===== config.mk =====
export PLATFORM = sky130hd
export DESIGN_NAME = vliw_bundle_queue
export DESIGN_NICKNAME = d
export VERILOG_FILES = /design/src/rtl/vliw_bundle_queue.sv
export SDC_FILE = /design/constraint.sdc
export NUM_CORES = 1
export LEC_CHECK = 0
export ABC_AREA = 1
export BUFFER_PORTS_ARGS = -buffer_cell sky130_fd_sc_hd__buf_2
export CORE_MARGIN = 2
export CORE_UTILIZATION = 50
export CTS_CLUSTER_SIZE = 14
export DETAILED_ROUTE_END_ITERATION = 8
export PLACE_DENSITY = 0.66
export SLEW_MARGIN = 40
export SYNTH_ARGS = -nofsm -noshare
export SYNTH_HDL_FRONTEND = slang
export SYNTH_SLANG_ARGS = --single-unit

===== constraint.sdc =====
create_clock -name clk -period 10.7 [get_ports clk]
set_input_delay 1.605 -clock clk [delete_from_list [all_inputs] [get_ports clk]]
set_output_delay 1.605 -clock clk [all_outputs]
set_load 0.005 [all_outputs]

===== src/rtl/vliw_bundle_queue.sv =====
// Instruction-bundle FIFO between fetch and the per-lane decode stages, with show-ahead head and one-cycle squash.
// Optional feature: define BUNDLE_BYPASS_EN for a zero-latency fetch-to-issue path when the queue is empty.
module vliw_bundle_queue #(
  parameter int                NUM_LANES = 4,
  parameter int                INST_W    = 32,
  parameter int                PC_W      = 32,
  parameter int                DEPTH     = 4,
  parameter logic [INST_W-1:0] NOP_INST  = 32'h00000013
) (
  input  logic                          clk,
  input  logic                          rst,
  input  logic                          fetch_valid,
  output logic                          fetch_ready,
  input  logic [PC_W-1:0]               fetch_pc,
  input  logic [NUM_LANES*INST_W-1:0]   fetch_bundle,
  output logic                          issue_valid,
  input  logic                          issue_ready,
  output logic [PC_W-1:0]               issue_pc,
  output logic [NUM_LANES*INST_W-1:0]   issue_bundle,
  input  logic                          squash,
  output logic [$clog2(DEPTH+1)-1:0]    count,
  output logic                          full,
  output logic                          empty
);

  localparam int PTR_W = $clog2(DEPTH);
  localparam int CNT_W = $clog2(DEPTH + 1);
  localparam int BUN_W = NUM_LANES * INST_W;
  localparam int ENT_W = PC_W + BUN_W;

  logic [ENT_W-1:0] mem_q [DEPTH];
  logic [PTR_W-1:0] rd_ptr_q, rd_ptr_d;
  logic [PTR_W-1:0] wr_ptr_q, wr_ptr_d;
  logic [CNT_W-1:0] count_q, count_d;
  logic             full_q, full_d;
  logic             empty_q, empty_d;
  logic [PC_W-1:0]  last_pc_q, last_pc_d;

  logic             bypass_s;
  logic             push_s;
  logic             pop_s;
  logic             wr_en_s;
  logic             rd_en_s;
  logic [ENT_W-1:0] head_s;
  logic [PC_W-1:0]  issue_pc_s;
  logic [BUN_W-1:0] issue_bundle_s;

`ifdef BUNDLE_BYPASS_EN
  assign bypass_s = empty_q & fetch_valid & ~squash;
`else
  assign bypass_s = 1'b0;
`endif

  assign fetch_ready = ~full_q;
  assign issue_valid = ~empty_q | bypass_s;
  assign push_s      = fetch_valid & fetch_ready;
  assign pop_s       = issue_valid & issue_ready;
  // A bypassed bundle taken by decode in the same cycle never touches storage.
  assign wr_en_s     = push_s & ~squash & ~(bypass_s & issue_ready);
  assign rd_en_s     = pop_s & ~squash & ~bypass_s;
  assign head_s      = mem_q[rd_ptr_q];

  // Head selection: bypass, stored head, or NOP filler with the last PC held.
  always_comb begin
    issue_pc_s     = last_pc_q;
    issue_bundle_s = {NUM_LANES{NOP_INST}};
    if (bypass_s) begin
      issue_pc_s     = fetch_pc;
      issue_bundle_s = fetch_bundle;
    end else if (!empty_q) begin
      issue_pc_s     = head_s[ENT_W-1 -: PC_W];
      issue_bundle_s = head_s[BUN_W-1:0];
    end else begin
      issue_pc_s     = last_pc_q;
      issue_bundle_s = {NUM_LANES{NOP_INST}};
    end
  end

  assign issue_pc     = issue_pc_s;
  assign issue_bundle = issue_bundle_s;
  assign count        = count_q;
  assign full         = full_q;
  assign empty        = empty_q;

  // Pointer, occupancy and status next-state; squash overrides any push or pop.
  always_comb begin
    rd_ptr_d  = rd_ptr_q;
    wr_ptr_d  = wr_ptr_q;
    count_d   = count_q;
    last_pc_d = issue_pc_s;
    if (squash) begin
      rd_ptr_d = {PTR_W{1'b0}};
      wr_ptr_d = {PTR_W{1'b0}};
      count_d  = {CNT_W{1'b0}};
    end else begin
      if (wr_en_s) begin
        wr_ptr_d = wr_ptr_q + PTR_W'(1);
      end else begin
        wr_ptr_d = wr_ptr_q;
      end
      if (rd_en_s) begin
        rd_ptr_d = rd_ptr_q + PTR_W'(1);
      end else begin
        rd_ptr_d = rd_ptr_q;
      end
      case ({wr_en_s, rd_en_s})
        2'b10:   count_d = count_q + CNT_W'(1);
        2'b01:   count_d = count_q - CNT_W'(1);
        default: count_d = count_q;
      endcase
    end
    full_d  = (count_d == CNT_W'(DEPTH));
    empty_d = (count_d == {CNT_W{1'b0}});
  end

  // Control state with asynchronous active-low reset.
  always_ff @(posedge clk or negedge rst) begin
    if (!rst) begin
      rd_ptr_q  <= {PTR_W{1'b0}};
      wr_ptr_q  <= {PTR_W{1'b0}};
      count_q   <= {CNT_W{1'b0}};
      full_q    <= 1'b0;
      empty_q   <= 1'b1;
      last_pc_q <= {PC_W{1'b0}};
    end else begin
      rd_ptr_q  <= rd_ptr_d;
      wr_ptr_q  <= wr_ptr_d;
      count_q   <= count_d;
      full_q    <= full_d;
      empty_q   <= empty_d;
      last_pc_q <= last_pc_d;
    end
  end

  // Entry storage is pointer-gated and deliberately not reset.
  always_ff @(posedge clk) begin
    if (wr_en_s) begin
      mem_q[wr_ptr_q] <= {fetch_pc, fetch_bundle};
    end
  end

endmodule


== After elaboration in Yosys (flattened, before gate mapping) ==
Memories as Yosys holds them, arrays and structs flattened.
Index checks and enable logic that the tools add are counted.

* Flip-flop bits (word level): 41
* Memory bits (writable): 640
* Input bits: 165
* Memories: 1

* Add/subtract/negate cells: 4
* Equal/unequal tests: 3
* Mux-type cells: 10
* Bitwise gates (word level): 7
* Reductions and logical operators: 3

{| class="wikitable"
|+ Memories
! name !! words !! bits a word !! rd ports !! clocked after memory_dff !! write ports !! RTL line !! text
|-
| mem_q || 4 || 160 || 1 || 0 || 1 || 31 || <nowiki>logic [ENT_W-1:0] mem_q [DEPTH];</nowiki>
|}

{| class="wikitable"
|+ Operators by type and width
! operator !! count
|-
| $mux W128 || 1
|-
| $mux W32 || 1
|-
| $mux W2 || 4
|-
| $pmux W3 S2 || 1
|-
| $add A2 B1 Y2 const B || 2
|-
| $and A1 B1 Y1 || 4
|-
| $reduce_bool A2 Y1 || 2
|-
| $add A3 B1 Y3 const B || 1
|-
| $eq A3 B3 Y1 const B || 1
|-
| $logic_not A3 Y1 || 1
|-
| $mux W3 || 1
|-
| $not A1 Y1 || 3
|-
| $sub A3 B1 Y3 const B || 1
|-
| $eq A2 B1 Y1 const B || 1
|-
| $eq A2 B2 Y1 const B || 1
|-
| $mux W1 || 2
|}

== Logic depth before layout (Yosys ltp) ==
Gate-level depths: netlist of the first run.

* Depth in word-level cells: 7
* Depth in mapped cells: 14
* Depth with buffers taken out: 12

== Least setup slack after synthesis of the first run ==
No wires, ideal clock.

* Path kind: input-to-reg
* From: input squash
* To: memory mem_q[0][0] (netlist bit), enable pin
* Setup time: 0.683 ns
* Data arrival time: 8.598 ns
* Setup slack: 1.419 ns
* Stages on the path: 3
* Path buffers: 0
* Cells stage by stage: inv_1 nand3_1 nor2_1

* Cells in the longest elaborated chain, start to end: 4

{| class="wikitable"
|+ RTL lines
! element !! RTL line !! text
|-
| start, declared || 20 || <nowiki>input logic squash,</nowiki>
|-
| $not A1 Y1 || 59 || <nowiki>assign wr_en_s = push_s & ~squash & ~(bypass_s & issue_ready);</nowiki>
|-
| $and A1 B1 Y1 || 59 ||
|-
| $mux W1 || 137 || <nowiki>if (wr_en_s) begin</nowiki>
|-
| $mux W1 (not written as such) || 138 || <nowiki>mem_q[wr_ptr_q] <= {fetch_pc, fetch_bundle};</nowiki>
|-
| end, declared || 31 ||
|}

No other way between the ends.

== Worst setup path in the final report of the first run ==
* From: register rd_ptr_q[1]
* To: output issue_bundle[1]

* Cells in the longest elaborated chain, start to end: 2

{| class="wikitable"
|+ RTL lines
! element !! RTL line !! text
|-
| start, declared || 32 || <nowiki>logic [PTR_W-1:0] rd_ptr_q, rd_ptr_d;</nowiki>
|-
| start signal, assigned || 119 || <nowiki>rd_ptr_q <= {PTR_W{1'b0}};</nowiki>
|-
| start signal, assigned || 126 || <nowiki>rd_ptr_q <= rd_ptr_d;</nowiki>
|-
| $mem_v2 Z4 W160 || -- ||
|-
| $mux W128 || 70 || <nowiki>end else if (!empty_q) begin</nowiki>
|-
| end, declared || 19 || <nowiki>output logic [NUM_LANES*INST_W-1:0] issue_bundle,</nowiki>
|}

No other way between the ends.

==> qor.txt, run 1 <==
final setup fails = 0
top cells by count, synth = 640 x edfxtp_1, 636 x nor2_1, 224 x o21ai_1
top area cells in the synthesized netlist = edfxtp_1 73%, nor2_1 9.0%, o21ai_1 4.2%, dfrtp_1 3.8%, a21oi_1 2.2%
switching power total = 1.563 mW
EDFF count, synth = 640
all-layer global routing usage = 21.73%
Die ar. = 0.05464 mm^2
initial antenna violation count = 16
area leader, netlist = edfxtp_1
endpoints failing hold = 0
CTS tree = yes
Avg Vias per Cell = 5.317
Net Count, Synth = 2,246
CTS Buf Count = 69
layout cells sized above 1 = 18.89%
hold_sp = last_pc_q[12]$_DFF_PN0_
Fmax = 0.1941 GHz
Initial Util = 50.43%
share of the synthesized area in the top cell type = 72.81%
Clock Skew = 0.01760 ns
DRC = 0
Clock Sinks = 681
CTS clk-pin slew, worst paths = 0.06 ns
RR Startpoint = full$_DFF_PN0_
Clock Power Share = 37.8%
sequential share of power = 49.1%
Reg2Reg Setup Slack = 7.41 ns
Post-synth ARST share = 6.021%
CP max FO = 98
Yosys cell types = 22
I/O Pins = 332
Internal = 4.761 mW
grt ovf = 0
Layout fillers = 4,151
Clock Tree Buf Depth = 3
Worst Hold End = last_pc_q[12]$_DFF_PN0_
Least-Margin Pin Slew = 0.8611 ns
Core Box Area = 0.05234 mm^2
first-pass GRT wire length = 90.29 mm
H-Tree Depth = 3
combinational power share = 13.1%
Routed Antenna Nets = 0
Hold Crit Depth = 2
Final Max Tran Viols = 0
Critical Path Sink Type = output port
final core occ = 58.79%
RSZ-0062 raised after global routing = false
vias in the first global route = 16,140
cts hold-fix bufs = 0
Peak VDD IR = 0.0001151 V
prevailing post-synth register cell = edfxtp_1
clk root buf = clkbuf_16
final wirelength = 60.62 mm
WL per Instance = 19.41 um
cell count after synthesis = 2,075
initial DRC count = 1,392
Final #Nets = 2,544
Worst-Skew Late Latency = 0.60 ns
routed vias = 16,610
die width = 233.8 um
Post-Syn Area per Cell = 12.72 um^2
crit path DAT = 3.55 ns
# rows = 84
outcome = completed
number of synthesis warnings = 0
Worst R2R End = mem_q[2][53]$_DFFE_PP_
Pre-antenna DRT Iters = 5
# port buffers = 331
Lkg Pwr = 11.38 nW
largest net degree at the start of global routing = 132
cell with the most instances after synthesis = edfxtp_1
WS Path Type = flop to output port
hold crit path type = flop to flop
P&R area growth vs syn = 16.58%
Worst setup SP type = flop
Sw Share = 24.71%
worst setup path start = rd_ptr_q[1]$_DFFE_PN0P_
die span in y = 233.8 um
post-cts resize count = 0
pwr dens = 205.5 mW/mm^2
WP data required = 9.10 ns
Max-slew headroom = 42.60%
Tcrit/Tclk final = 48.14%
synthesized area = 0.02640 mm^2
Seq/Total Area, Yosys = 76.70%
Tmin final = 5.151 ns
depth of the worst register-to-register path = 5
setup TNS = 0 ns
HPWL Detailed = 32.93 mm
GPL Wtd Cong = 0.7878
Max-cap violations = 0
Yosys reg bits = 681
postcts setup bufs = 0
==> routing by layer <==
layer,global-route usage [%],routed length [um],vias to the layer above
li1,-,-,7898
met1,28.86,25680,8099
met2,35.69,29160,508
met3,5.156,4506,83
met4,6.883,1158,18
met5,0,116,-
==> kinds of logic (layout without fill, tap and decap cells) <==
logic type	Yosys count	count (layout)	share of synthesized area, %
AND/OR/NAND/NOR	784	784	11.20
flip-flops	681	681	76.70
AO/OA/AOI/OAI	453	453	8.703
buffers and inverters	151	501	3.081
adder cells (fa/ha/maj)	6	6	0.3129
other	0	10	0
==> power groups by stage <==
stage	sequential [mW]	clock [mW]	combinational, mW
after global routing	3.12	2.54	0.924
after global placement	3.18	0	0.781
final	3.11	2.39	0.825
after detailed placement	3.17	0	0.820
after CTS	3.11	2.43	0.825
after floorplan	3.15	0	0.485
==> critical path: stages, from the launching register on <==
cell	delay [ns]
dfrtp_4	0.75
inv_8	0.55
buf_6	0.61
o21ai_0	0.18
o211ai_1	0.38
buf_2	0.19
==> final cells by class <==
class,count,area (um^2),share of cell area [%]
Multi-Input combinational cell,1243,5366,17.44
Antenna cell,10,25.02,0.08132
Sequential cell,681,20260,65.83
Inverter,22,97.59,0.3172
Clock buffer,89,1874,6.091
Timing Repair Buffer,356,1922,6.245
Clock inverter,34,369.1,1.199
Tap cell,688,860.8,2.797
==> placed cells by master (no fill, tap or decap), drive strengths merged <==
cell / instances
a21oi: 118
buf: 356
bufinv: 8
clkbuf: 89
clkinv: 21
dfrtp: 40
dfstp: 1
diode: 10
edfxtp: 640
fa: 1
ha: 5
inv: 27
nand2: 139
nand3: 7
nand4: 1
nor2: 636
o211ai: 12
o21ai: 323
or2: 1
==> flip-flops by register name, summed over array words and instances, names as in the netlist <==
register and count:
rd_ptr_q 2, count 3, empty 1, wr_ptr_q 2, full 1, last_pc_q 32
mem_q 640
==> how the worst max path moves through the flow <==
stage	end	slack (ns)
floorplan	mem_q[0][0]$_DFFE_PP_	1.42
global placement	issue_bundle[3]	5.67
detailed placement	issue_pc[30]	5.86
CTS	issue_pc[30]	5.19
global route	issue_bundle[1]	5.40
finish	issue_bundle[1]	5.55
==> per-stage QoR <==
stage / total power [mW] / setup WS, ns / instances / area [um^2] / hold slack (ns)
floorplan: 3.635 / 1.419 / 2075 / 26400 / 0.4656
global placement: 3.964 / 5.665 / 2988 / 28410 / 0.4542
detailed placement: 3.989 / 5.855 / 2989 / 28470 / 0.4591
CTS: 6.373 / 5.195 / 3112 / 30720 / 0.4752
global route: 6.579 / 5.402 / 3116 / 30750 / 0.5110
finish: 6.323 / 5.549 / 3123 / 30770 / 0.4738
Power figures use the tool's default switching activity.
==> run 2, diff against run 1 <==
==> constraint.sdc (replaced) <==
create_clock -name clk -period 4.9 [get_ports clk]
set_input_delay 0.735 -clock clk [delete_from_list [all_inputs] [get_ports clk]]
set_output_delay 0.735 -clock clk [all_outputs]
set_load 0.005 [all_outputs]
==> run 2 against run 1 <==
  * Clock power increased by 110%
  * Global-route usage increased by 0.23 points
  * Design area increased by 0.16%
  * Total power increased by 120%
  * Critical path depth unchanged
  * Die area unchanged
  * Non-clock buffer count increased by 7
  * Wire length decreased by 0.12%
  * Via count increased by 0.72%
  * Combinational power increased by 120%
  * Critical path type unchanged
  * Highest routed layer unchanged
==> qor.txt, run 2 (same netlist as run 1, synthesis figures left out) <==
Pre-antenna DRT Iters = 5
Tmin final = 3.665 ns
WP data required = 4.16 ns
endpoints failing hold = 0
die span in y = 233.8 um
Critical Path Sink Type = output port
pwr dens = 441.5 mW/mm^2
CTS tree = yes
Worst R2R End = empty$_DFF_PN1_
Top reg by flops = mem_q
crit path DAT = 2.93 ns
Worst setup SP type = flop
cts hold-fix bufs = 0
die width = 233.8 um
CTS clk-pin slew, worst paths = 0.06 ns
Final Instance Area = 0.03082 mm^2
Fmax = 0.2728 GHz
initial DRC count = 1,235
Worst Setup Slack, final = 1.235 ns
all-layer global routing usage = 21.96%
CP max FO = 143
HPWL Detailed = 33.68 mm
Final Max Tran Viols = 0
worst setup path start = rd_ptr_q[0]$_DFFE_PN0P_
H-Tree Depth = 3
WS Path Type = flop to output port
RSZ-0062 raised after global routing = false
Reg2Reg Setup Slack = 2.49 ns
RR Startpoint = empty$_DFF_PN1_
commonest non-fill, non-tap cell in the layout = edfxtp_1
first-pass GRT wire length = 91.74 mm
Least-Margin Pin Slew = 0.8636 ns
most frequent cells in the layout = 640 x edfxtp_1, 632 x nor2_1, 331 x buf_2
setup TNS = 0 ns
outcome = completed
Final #Nets = 2,551
Avg Vias per Cell = 5.355
initial antenna violation count = 14
CTS Buf Count = 69
Clock Skew = 0.02631 ns
post-cts resize count = 0
WL per Instance = 19.39 um
Storage cell area = 0.02026 mm^2
vias in the first global route = 16,210
I/O Pins = 332
Peak VDD IR = 0.0002793 V
# port buffers = 331
Max-cap violations = 0
Core Box Area = 0.05234 mm^2
P&R area growth vs syn = 16.77%
final core occ = 58.89%
Tcrit/Tclk final = 74.80%
Max-slew headroom = 42.42%
depth of the worst register-to-register path = 12
final wirelength = 60.55 mm
GPL Wtd Cong = 0.7650
# rows = 84
Layout fillers = 4,156
multi-input combinational cell area = 0.005366 mm^2
max reg flops = 640
postcts setup bufs = 0
final setup fails = 0
Die ar. = 0.05464 mm^2
routed vias = 16,730
DRC = 0
largest net degree at the start of global routing = 187
clk root buf = clkbuf_16
Worst-Skew Late Latency = 0.61 ns
Clock Sinks = 681
dpl ws = 1.688 ns
grt ovf = 0
Post-DP Area = 0.02862 mm^2
Tot Pwr = 13.61 mW
layout cells sized above 1 = 19.17%
Routed Antenna Nets = 0
Lkg Pwr = 11.38 nW
Initial Util = 50.43%
end of the critical path = issue_bundle[86]
Clock Tree Buf Depth = 3
hold crit path type = input port to async pin
==> run 2: cell count changes in the layout (fill, tap and decap cells not counted), sizes merged <==
cell | previous run | this run
clkinvlp | 0 | 2
clkinv | 21 | 17
diode | 10 | 9
inv | 27 | 25
clkbuf | 89 | 92
buf | 356 | 363
bufinv | 8 | 3
==> run 2: stage by stage <==
stage / hold WS [ns] / cells
2_1_floorplan: 0.4394 / 2075
3_3_place_gp: 0.4536 / 2996
3_5_place_dp: 0.4583 / 2996
4_1_cts: 0.2365 / 3113
5_1_grt: 0.2852 / 3119
6_report: 0.2359 / 3123
==> run 2: worst max-delay path, cell delays in order (launching register included) <==
cell      delay (ns)
dfrtp_4         0.64
clkinv_8        0.49
buf_4           0.52
o21ai_0         0.16
a21oi_1         0.27
buf_2           0.18
==> run 2: worst min-delay path by stage <==
stage                                         end  slack, ns              startpoint  cells after the start
after global routing       last_pc_q[9]$_DFF_PN0_       0.29                     rst                      2
final                      last_pc_q[9]$_DFF_PN0_       0.24                     rst                      2
after floorplan                count[0]$_DFF_PN0_       0.44                     rst                      0
after detailed placement   last_pc_q[4]$_DFF_PN0_       0.46  last_pc_q[4]$_DFF_PN0_                      2
after global placement     last_pc_q[4]$_DFF_PN0_       0.45  last_pc_q[4]$_DFF_PN0_                      2
after CTS                 last_pc_q[22]$_DFF_PN0_       0.24                     rst                      2
==> run 2: routing by layer <==
layer / vias to the layer above / GRT usage (%) / part of all wire, %
met1: 8176 / 29.85 / 42
met4: 14 / 6.547 / 1.8
met5: - / 0 / 0.14
met3: 84 / 5.593 / 8.1
met2: 543 / 35.21 / 48
li1: 7908 / - / -
==> run 2: final cells by class <==
cell class,count,share of cell area [%]
Antenna cell,9,0.07307
Clock buffer,92,6.256
Clock inverter,25,0.7145
Inverter,22,0.3248
Multi-Input combinational cell,1243,17.41
Sequential cell,681,65.72
Tap cell,688,2.793
Timing Repair Buffer,363,6.706
==> run 2: power breakdown <==
part	internal [mW]	leakage, nW	switching, mW
registers	6.66	6.32	0.0898
logic	0.622	4.02	1.22
clock network	2.92	1.05	2.09
total	10.2	11.4	3.40
==> run 3, diff against run 2 <==
--- a/config.mk
+++ b/config.mk
@@ -5,13 +5,13 @@
 export SDC_FILE = /design/constraint.sdc
 export NUM_CORES = 1
 export LEC_CHECK = 0
-export ABC_AREA = 1
+export ABC_AREA = 0
 export BUFFER_PORTS_ARGS = -buffer_cell sky130_fd_sc_hd__buf_2
 export CORE_MARGIN = 2
 export CORE_UTILIZATION = 50
 export CTS_CLUSTER_SIZE = 14
 export DETAILED_ROUTE_END_ITERATION = 8
-export PLACE_DENSITY = 0.66
+export PLACE_DENSITY = 0.67
 export SLEW_MARGIN = 40
 export SYNTH_ARGS = -nofsm -noshare
 export SYNTH_HDL_FRONTEND = slang
==> constraint.sdc (replaced) <==
create_clock -name clk -period 3.62 [get_ports clk]
set_input_delay 0.543 -clock clk [delete_from_list [all_inputs] [get_ports clk]]
set_output_delay 0.543 -clock clk [all_outputs]
set_load 0.005 [all_outputs]
==> run 3 against run 2 <==
  * Critical path depth unchanged
  * Clock skew decreased by 0.011 ns
  * Utilization increased by 1.6 points
  * Combinational power decreased by 5%
  * Critical path type unchanged
  * Largest cell class unchanged
==> qor.txt, run 3 <==
outcome = completed
Fmax = 0.3078 GHz
setup TNS = 0 ns
RSZ-0062 raised after global routing = false
WP data required = 3.08 ns
Peak VDD IR = 0.0004118 V
commonest non-fill, non-tap cell in the layout = edfxtp_1
cell with the most instances after synthesis = edfxtp_1
Worst Setup Slack, final = 0.3713 ns
CP max FO = 28
CTS Buf Count = 69
final setup fails = 0
Top reg by flops = mem_q
final hold slack = 0.1532 ns
vias in the first global route = 12,960
Worst path top cell family by delay = flip-flops
Die ar. = 0.05310 mm^2
Initial Util = 50.89%
die width = 230.4 um
Final Max Tran Viols = 0
final core occ = 60.48%
Post-synth ARST share = 6.021%
initial DRC count = 852
max reg flops = 640
adder-cell area share of the yosys netlist = 0.3221%
prevailing post-synth register cell = edfxtp_1
clk root buf = clkbuf_16
Core Box Area = 0.05038 mm^2
Synth Area in XOR/XNOR = 0.1708%
grt ovf = 0
most frequent cells in the layout = 640 x edfxtp_1, 331 x buf_2, 160 x mux4_2
P&R area growth vs syn = 18.84%
Routed Antenna Nets = 0
top cells by count, synth = 640 x edfxtp_1, 160 x mux4_2, 120 x and2_1
HPWL Detailed = 31.09 mm
Crit-path slowest cell = dfrtp_4
hold crit path type = input port to flop
Tot Pwr = 17.56 mW
# rows = 82
die span in y = 230.4 um
Max-slew headroom = 49.81%
final wirelength = 51.07 mm
cell count after synthesis = 1,166
Cell Chain, Critical Path = buf_12 > buf_12 > mux4_2 > and2_1 > buf_2
Critical Path Sink Type = output port
area leader, netlist = edfxtp_1
Final Instance Area = 0.03047 mm^2
H-Tree Depth = 3
post-synthesis mux area share = 14.13%
initial antenna violation count = 13
largest family of logic cells by synthesized area = multiplexers
endpoints failing hold = 0
routed vias = 12,300
count of buffer and inverter cells on the critical path = 3
Clock Tree Buf Depth = 3
DRC = 0
Seq/Total Area, Yosys = 78.97%
# port buffers = 331
top area cells in the synthesized netlist = edfxtp_1 75%, mux4_2 14%, dfrtp_1 3.9%, and2_1 2.9%, nand2_1 1.4%
pwr dens = 576.2 mW/mm^2
post-cts resize count = 0
Yosys cell types = 26
simple-gate portion of the synthesized area = 5.022%
Clock Skew = 0.01527 ns
Clock Sinks = 681
Yosys reg bits = 681
fin cells = 2,279
I/O Pins = 332
Tcrit/Tclk final = 89.74%
GPL Wtd Cong = 0.7498
Net Count, Synth = 1,337
share of the synthesized area in the top cell type = 74.96%
WS Path Type = flop to output port
Least-Margin Pin Slew = 0.7529 ns
crit path DAT = 2.71 ns
number of synthesis warnings = 0
first-pass GRT wire length = 77.45 mm
all-layer global routing usage = 19.58%
Lkg Pwr = 10.66 nW
Worst-Skew Late Latency = 0.60 ns
Final #Nets = 1,717
layout cells sized above 1 = 39.14%
most frequent CP cell = buf_12
Worst setup SP type = flop
Largest stage delay, worst path = 0.70 ns
Avg Vias per Cell = 5.398
Max-cap violations = 0
WL per Instance = 22.41 um
placed cells = 2,146
Post-DP Area = 0.02831 mm^2
largest net degree at the start of global routing = 76
EDFF count, synth = 640
CTS clk-pin slew, worst paths = 0.06 ns
dpl ws = 0.8083 ns
Pre-antenna DRT Iters = 5
Post-Syn Area per Cell = 21.99 um^2
Tmin final = 3.249 ns
synthesized area = 0.02564 mm^2
post-synthesis compound-gate area fraction = 0.05857%
CTS tree = yes
run 3: cell count changes in the layout (fill, tap and decap cells not counted), moves of 15 or more:
cell / previous run / this run
o21ai_0: 99 / 0
o21ai_1: 224 / 0
mux4_2: 0 / 160
nor2_1: 632 / 6
and2_1: 0 / 116
a21oi_1: 118 / 1
nand2_1: 139 / 96
inv_1: 20 / 5
run 3: per-layer routing:
layer | up-vias | share of wire (%) | global-route usage, %
li1 | 5442 | - | -
met1 | 6418 | 41 | 25.92
met2 | 352 | 50 | 31.62
met3 | 75 | 7.4 | 5.756
met4 | 16 | 1.6 | 6.230
met5 | - | 0.23 | 0
run 3: report_power, final:
group | internal (mW) | switching, mW | total [mW] | leakage (nW)
logic | 0.805 | 0.935 | 1.74 | 3.29
clock network | 3.88 | 2.81 | 6.69 | 1.04
registers | 9.01 | 0.119 | 9.12 | 6.32
run 3: final cells by class:
| class | count | area (um^2) |
|---|---|---|
| diodes | 5 | 12.51 |
| clock buffers | 97 | 1894 |
| clock inverters | 30 | 236.5 |
| fillers | 3566 | 19910 |
| inverters | 6 | 25.02 |
| multi-input cells | 421 | 5062 |
| flip-flops and latches | 681 | 20250 |
| well taps | 672 | 840.8 |
| repair buffers | 367 | 2142 |
run 3: worst paths after layout:
path	start	endpoint	slack (ns)	cells after the start
max	rd_ptr_q[0]$_DFFE_PN0P_	issue_bundle[60]	0.37	5
min	fetch_bundle[75]	mem_q[3][75]$_DFFE_PP_	0.15	1
max reg2reg	empty$_DFF_PN1_	count[2]$_DFF_PN0_	0.97	7
min reg2reg	last_pc_q[22]$_DFF_PN0_	last_pc_q[22]$_DFF_PN0_	0.46	2
max in group asynchronous	rst	last_pc_q[17]$_DFF_PN0_	2.43	3
min in group asynchronous	rst	last_pc_q[26]$_DFF_PN0_	0.42	2
run 3: cell families after synthesis:
group | after synthesis
compound gates | 2
xor+xnor | 5
fa+ha+maj | 6
buf+inv | 64
flops | 681
mux | 162
simple gates | 246
run 3: repair_timing:
| action | 4_1_cts | 5_1_grt |
|---|---|---|
| setup buffers | 0 | 0 |
| hold buffers | 1 | 0 |
| hold endpoints to repair | 15 | 0 |
run 3: worst register-to-register path, delay by kind of cell, from the launching register on:
family / cells / cell delay, ns
XOR/XNOR: 1 / 0.20
adder cells (fa/ha/maj): 2 / 0.60
flip-flops: 1 / 0.87
AND/OR/NAND/NOR: 4 / 0.93
